[src/rtl/sip_operand_slicer_pkg.sv]
// Shared types and helpers for the precision-scalable operand slicer.
package sip_operand_slicer_pkg;

    localparam int unsigned BITS_SHIFT     = 4;
    localparam int unsigned BITS_SLICE_IDX = 2;

    typedef enum logic {
        StIdle = 1'b0,
        StRun  = 1'b1
    } state_e;

    // Partial-sum weight of slice pair (ia, iw): each slice step is BITS_PARALLEL=2 bits.
    function automatic logic [BITS_SHIFT-1:0] shift_amt(
        input logic [BITS_SLICE_IDX-1:0] ia,
        input logic [BITS_SLICE_IDX-1:0] iw
    );
        logic [BITS_SHIFT-1:0] sum;
        sum = BITS_SHIFT'(ia) + BITS_SHIFT'(iw);
        return sum << 1;
    endfunction

endpackage

[src/rtl/sip_operand_slicer_slice_sel.sv]
// Per-element slice mux: picks one BitsParallel-wide slice of an operand by index.
module sip_operand_slicer_slice_sel
    import sip_operand_slicer_pkg::*;
#(
    parameter int unsigned BitsMax      = 8,
    parameter int unsigned BitsParallel = 2
) (
    input  logic [BitsMax-1:0]        operand_i,
    input  logic [BITS_SLICE_IDX-1:0] idx_i,
    output logic [BitsParallel-1:0]   slice_o
);

    localparam int unsigned NumSlices = BitsMax / BitsParallel;

    always_comb begin
        slice_o = '0;
        for (int unsigned s = 0; s < NumSlices; s++) begin
            if (idx_i == BITS_SLICE_IDX'(s)) begin
                slice_o = operand_i[s*BitsParallel +: BitsParallel];
            end
        end
    end

endmodule

[src/rtl/sip_operand_slicer.sv]
// Operand sequencer for the 2-bit-sliced dot-product lane: captures one vector and
// emits every (activation-slice, weight-slice) pair as a handshaked beat.
module sip_operand_slicer
    import sip_operand_slicer_pkg::*;
#(
    parameter int unsigned N_DOT         = 32,
    parameter int unsigned BITS_PARALLEL = 2,
    parameter int unsigned BITS_MAX      = 8
) (
    input  logic                            i_CLK,
    input  logic                            i_RST,
    input  logic                            i_Valid,
    output logic                            o_Ready,
    input  logic [N_DOT*BITS_MAX-1:0]       i_Act,
    input  logic [N_DOT*BITS_MAX-1:0]       i_Weight,
    input  logic [BITS_SLICE_IDX-1:0]       i_PrecA,
    input  logic [BITS_SLICE_IDX-1:0]       i_PrecW,
    input  logic                            i_SignedA,
    input  logic                            i_SignedW,
    output logic                            o_Valid,
    input  logic                            i_Ready,
    output logic [N_DOT*BITS_PARALLEL-1:0]  o_Act,
    output logic [N_DOT*BITS_PARALLEL-1:0]  o_Weight,
    output logic                            o_SignI,
    output logic                            o_SignW,
    output logic [BITS_SHIFT-1:0]           o_Shift,
    output logic                            o_First,
    output logic                            o_Last
);

    localparam int unsigned BitsFull  = N_DOT * BITS_MAX;
    localparam int unsigned BitsSlice = N_DOT * BITS_PARALLEL;

    state_e                    state_q, state_d;
    logic                      ready_q, ready_d;
    logic [BitsFull-1:0]       act_q, act_d;
    logic [BitsFull-1:0]       wgt_q, wgt_d;
    // Last slice index (slice count minus one) is kept instead of the count itself.
    logic [BITS_SLICE_IDX-1:0] last_a_q, last_a_d;
    logic [BITS_SLICE_IDX-1:0] last_w_q, last_w_d;
    logic                      signed_a_q, signed_a_d;
    logic                      signed_w_q, signed_w_d;
    logic [BITS_SLICE_IDX-1:0] ia_q, ia_d;
    logic [BITS_SLICE_IDX-1:0] iw_q, iw_d;

    logic [BitsSlice-1:0]      act_slice;
    logic [BitsSlice-1:0]      wgt_slice;
    logic                      beat_valid;

    always_ff @(posedge i_CLK or posedge i_RST) begin
        if (i_RST) begin
            state_q    <= StIdle;
            ready_q    <= 1'b0;
            act_q      <= '0;
            wgt_q      <= '0;
            last_a_q   <= '0;
            last_w_q   <= '0;
            signed_a_q <= 1'b0;
            signed_w_q <= 1'b0;
            ia_q       <= '0;
            iw_q       <= '0;
        end else begin
            state_q    <= state_d;
            ready_q    <= ready_d;
            act_q      <= act_d;
            wgt_q      <= wgt_d;
            last_a_q   <= last_a_d;
            last_w_q   <= last_w_d;
            signed_a_q <= signed_a_d;
            signed_w_q <= signed_w_d;
            ia_q       <= ia_d;
            iw_q       <= iw_d;
        end
    end

    always_comb begin
        state_d    = state_q;
        ready_d    = ready_q;
        act_d      = act_q;
        wgt_d      = wgt_q;
        last_a_d   = last_a_q;
        last_w_d   = last_w_q;
        signed_a_d = signed_a_q;
        signed_w_d = signed_w_q;
        ia_d       = ia_q;
        iw_d       = iw_q;

        unique case (state_q)
            StIdle: begin
                // ready_q is low only in the first cycle after reset release.
                if (i_Valid && ready_q) begin
                    act_d      = i_Act;
                    wgt_d      = i_Weight;
                    last_a_d   = i_PrecA;
                    last_w_d   = i_PrecW;
                    signed_a_d = i_SignedA;
                    signed_w_d = i_SignedW;
                    ia_d       = '0;
                    iw_d       = '0;
                    state_d    = StRun;
                    ready_d    = 1'b0;
                end else begin
                    ready_d = 1'b1;
                end
            end
            StRun: begin
                ready_d = 1'b0;
                if (i_Ready) begin
                    if (iw_q == last_w_q) begin
                        iw_d = '0;
                        if (ia_q == last_a_q) begin
                            ia_d    = '0;
                            state_d = StIdle;
                            ready_d = 1'b1;
                        end else begin
                            ia_d = ia_q + BITS_SLICE_IDX'(1);
                        end
                    end else begin
                        iw_d = iw_q + BITS_SLICE_IDX'(1);
                    end
                end
            end
            default: begin
                state_d = StIdle;
            end
        endcase
    end

    for (genvar k = 0; k < N_DOT; k++) begin : g_elem
        sip_operand_slicer_slice_sel #(
            .BitsMax      (BITS_MAX),
            .BitsParallel (BITS_PARALLEL)
        ) u_act_sel (
            .operand_i (act_q[BITS_MAX*k +: BITS_MAX]),
            .idx_i     (ia_q),
            .slice_o   (act_slice[BITS_PARALLEL*k +: BITS_PARALLEL])
        );

        sip_operand_slicer_slice_sel #(
            .BitsMax      (BITS_MAX),
            .BitsParallel (BITS_PARALLEL)
        ) u_wgt_sel (
            .operand_i (wgt_q[BITS_MAX*k +: BITS_MAX]),
            .idx_i     (iw_q),
            .slice_o   (wgt_slice[BITS_PARALLEL*k +: BITS_PARALLEL])
        );
    end

    // All beat fields are forced to zero outside RUN so idle cycles carry no stale data.
    always_comb begin
        beat_valid = (state_q == StRun);
        o_Valid    = beat_valid;
        o_Ready    = ready_q;
        o_Act      = beat_valid ? act_slice : '0;
        o_Weight   = beat_valid ? wgt_slice : '0;
        o_SignI    = beat_valid && signed_a_q && (ia_q == last_a_q);
        o_SignW    = beat_valid && signed_w_q && (iw_q == last_w_q);
        o_Shift    = beat_valid ? shift_amt(ia_q, iw_q) : '0;
        o_First    = beat_valid && (ia_q == '0) && (iw_q == '0);
        o_Last     = beat_valid && (ia_q == last_a_q) && (iw_q == last_w_q);
    end

endmodule

[config.mk]
export PLATFORM = sky130hd
export DESIGN_NAME = sip_operand_slicer
export DESIGN_NICKNAME = d
export VERILOG_FILES = /design/src/rtl/sip_operand_slicer_pkg.sv /design/src/rtl/sip_operand_slicer_slice_sel.sv /design/src/rtl/sip_operand_slicer.sv
export SDC_FILE = /design/constraint.sdc
export NUM_CORES = 1
export LEC_CHECK = 0
export ABC_AREA = 1
export CAP_MARGIN = 10
export CORE_UTILIZATION = 30
export CTS_CLUSTER_DIAMETER = 60
export CTS_CLUSTER_SIZE = 12
export DETAILED_ROUTE_END_ITERATION = 10
export PLACE_DENSITY_LB_ADDON = 0.12
export SLEW_MARGIN = 20
export SYNTH_ARGS = -nofsm -noshare
export SYNTH_HDL_FRONTEND = slang
export SYNTH_SLANG_ARGS = --single-unit
[constraint.sdc]
create_clock -name i_CLK -period 51.8 [get_ports i_CLK]
set_input_delay 12.95 -clock i_CLK [delete_from_list [all_inputs] [get_ports i_CLK]]
set_output_delay 12.95 -clock i_CLK [all_outputs]
set_load 0.01 [all_outputs]
==> load_flow_metrics.sql <==
INSERT INTO impl_metrics (metric_group, metric, value, unit) VALUES
('status', 'status', 'finished clean', ''),
('detailed_routing', 'via_count', '22100', ''),
('synthesis', 'synth-edff-count', '0', ''),
('synthesis', 'synth_top_cells_by_area', 'dfrtp_1 55%, nand2_1 22%, o21ai_0 6.5%, a21oi_1 4.6%, inv_1 2.7%', ''),
('timing', 'fmax', '57.1', 'MHz'),
('global_route', 'grt_start_max_net_pins', '181', ''),
('power_and_ir_drop', 'power.density', '59.3', 'nW/um^2'),
('detailed_routing', 'route.final.wire_length', '92.3', 'mm'),
('final_layout', 'instances_no_fill', '4711', ''),
('global_route', 'grt_first_pass_wirelength', '140', 'mm'),
('timing', 'final-setup-viol-count', '0', ''),
('final_layout', 'number_of_nets_in_the_final_layout', '4141', ''),
('synthesis', 'netlist.area_leader.share', '0.545', ''),
('detailed_routing', 'route.detailed.wl_per_inst', '19.6', 'um'),
('synthesis', 'sequential_to_total_area_share_from_yosys_stat', '0.545', ''),
('synthesis', 'ys_ff_latch', '524', ''),
('power_and_ir_drop', 'vdd_ir_drop_max', '0.0279', 'mV'),
('synthesis', 'number_of_unique_standard_cell_types_used_by_synthesis', '23', ''),
('critical_path', 'critical_path_buf_inv_count', '5', ''),
('detailed_routing', 'postRouteAntennaNets', '0', ''),
('clocking', 'holdBufCountCts', '0', ''),
('timing', 'max_slew.worst_pin.slew', '1.16', 'ns'),
('floorplan', 'io_pins', '660', ''),
('floorplan', 'start_util', '0.304', ''),
('placement', 'port_buffers', '658', ''),
('critical_path', 'timing_worst_setup_path_type', 'register to output port', ''),
('critical_path', 'critical_path.max_stage_delay', '0.65', 'ns'),
('clocking', 'clock_latency', '0.61', 'ns'),
('clocking', 'cts.sink_count', '524', ''),
('timing', 'grt_setup_unrepaired', 'false', ''),
('clocking', 'cts-buffers-inserted', '58', ''),
('clocking', 'htreeDepth', '2', ''),
('final_layout', 'fill_count', '8192', ''),
('timing', 'finalClockSkew', '0.0242', 'ns'),
('clocking', 'clk_pin_slew_worst_paths', '0.06', 'ns'),
('hold_path', 'worstHoldEndpoint', 'act_q[102]', ''),
('floorplan', 'coreArea', '79100', 'sq um'),
('final_layout', 'layout-area-overhead-vs-synth', '37.3', '%'),
('synthesis', 'syn-mean-instance-area', '7.81', 'sq um'),
('job', 'cap_viol_max_count', '0', ''),
('clocking', 'clock_path_buffers', '3', ''),
('final_layout', 'postLayoutCellArea', '33000', 'sq um'),
('synthesis', 'synth_flop_cell', 'dfrtp_1', ''),
('placement', 'hpwlAfterDp', '60.6', 'mm'),
('timing', 'final.setup.tns', '0', 'ns'),
('critical_path', 'worstRegToRegCells', '6', ''),
('timing', 'period_minus_slack', '17.51', 'ns'),
('timing', 'hold_violations', '0', ''),
('final_layout', 'final_core_util', '0.417', ''),
('clocking', 'post-cts-setup-buffer-count', '0', ''),
('detailed_routing', 'avgViaCountPerCell', '4.70', ''),
('synthesis', 'synth.cell_area', '24100', 'sq um'),
('detailed_routing', 'first_pass_iters', '5', ''),
('hold_path', 'holdPathStages', '2', ''),
('critical_path', 'path_delay_family', 'buffers and inverters', ''),
('critical_path', 'worstSetupEndpointType', 'output port', ''),
('timing', 'post-route-period-util', '0.338', ''),
('critical_path', 'cpMaxStageDelayCell', 'nand2_1', ''),
('critical_path', 'worst_r2r_startpoint', 'o_Valid', ''),
('timing', 'slew_violations', '0', ''),
('power_and_ir_drop', 'total_power', '1.96', 'mW'),
('hold_path', 'worst_hold_startpoint', 'act_q[102]', ''),
('critical_path', 'crit_path_cell_trace', 'inv_1 -> ha_2 -> buf_4 -> inv_2 -> buf_4 -> nand2_1 -> o22ai_1 -> nand2_1 -> a21oi_1 -> clkdlybuf4s50_1', ''),
('clocking', 'root_driver', 'clkbuf_16', ''),
('hold_path', 'timing.hold.worst.class', 'register to register', ''),
('global_route', 'grtUsageTotal', '0.223', ''),
('synthesis', 'synth_async_sr_flop_share', '1.00', ''),
('final_layout', 'layout-drive-gt1-share', '0.0354', ''),
('floorplan', 'core.rowCount', '103', ''),
('global_route', 'grt_pass1_vias', '22300', ''),
('placement', 'place.detailed.instances', '4599', '');
cell usage in the layout (no fill, tap or decap), types with 8 or more instances in the layout:
master | synthesis | routed
o22ai_1 | 67 | 67
o21ai_1 | 32 | 32
inv_1 | 170 | 165
o21ai_0 | 314 | 314
a21oi_1 | 220 | 220
clkbuf_1 | 74 | 8
clkdlybuf4s50_1 | 0 | 658
nand2_1 | 1408 | 1407
dfrtp_1 | 524 | 523
clkbuf_8 | 0 | 8
buf_4 | 17 | 28
clkbuf_16 | 0 | 59
diode_2 | 0 | 21
nand3_1 | 99 | 99
report_power, final:
group	switching (mW)	internal, mW
clock	0.179	0.224
sequential	0.0928	0.599
combinational	0.503	0.358
total	0.775	1.18
cell usage after synthesis, types with 2 or more instances:
library cell / instances
buf_2: 125
o22ai_1: 67
dfrtp_1: 524
nor3_1: 3
o21ai_1: 32
clkbuf_1: 74
inv_2: 4
nand4_1: 3
nand3_1: 99
o21ai_0: 314
nor2_1: 3
buf_4: 17
nand2_1: 1408
a21oi_1: 220
inv_1: 170
o211ai_1: 2
ha_1: 9
routing by layer:
metal,part of all wire,track usage,wire length (um),vias to the layer above
met5,0.0019,0,176,-
met1,0.43,0.292,39600,10500
met3,0.060,0.0464,5540,135
li1,-,-,-,10900
met4,0.027,0.0746,2460,24
met2,0.48,0.367,44600,586
how the worst max path moves through the flow:
stage	slack, ns	endpoint	cells after the start
floorplan	24.21	act_q[0]	1
global placement	34.90	wgt_q[152]	6
detailed placement	34.83	o_Act[54]	10
CTS	34.16	o_Act[54]	10
global route	34.03	o_Act[63]	10
finish	34.29	o_Act[54]	10
kinds of logic after synthesis:
family	after synthesis	synth area share
compound gates	635	0.136
flops	524	0.545
simple gates	1518	0.243
fa+ha+maj	10	0.00551
buf+inv	392	0.0704
other cells	1	0.000156
metrics by stage:
step                setup WS, ns  hold slack (ns)
floorplan                  24.21            0.444
global placement           34.90            0.456
detailed placement         34.83            0.459
CTS                        34.16            0.476
global route               34.03            0.483
finish                     34.29            0.471
state kept, by name (all words and copies together) (netlist names):
register	cells
o_Valid	1
last_a_q	2
wgt_q	256
signed_a_q	1
o_Ready	1
signed_w_q	1
iw_q	2
act_q	256
ia_q	2
last_w_q	2
worst min-delay path, stage by stage, from the launching register on:
cell	delay (ns)
dfrtp_1	0.34
nand2_1	0.05
nand2_1	0.05
layout make-up:
type / count / area, sq um / share of cell area
repair buffers: 687 / 6820 / 0.206
clock buffers: 75 / 1620 / 0.0490
inverters: 174 / 669 / 0.0203
multi-input cells: 2164 / 9270 / 0.281
flip-flops and latches: 524 / 13100 / 0.397
diodes: 21 / 52.6 / 0.00159
clock inverters: 16 / 153 / 0.00462
well taps: 1050 / 1310 / 0.0398
Power figures use the tool's default switching activity.
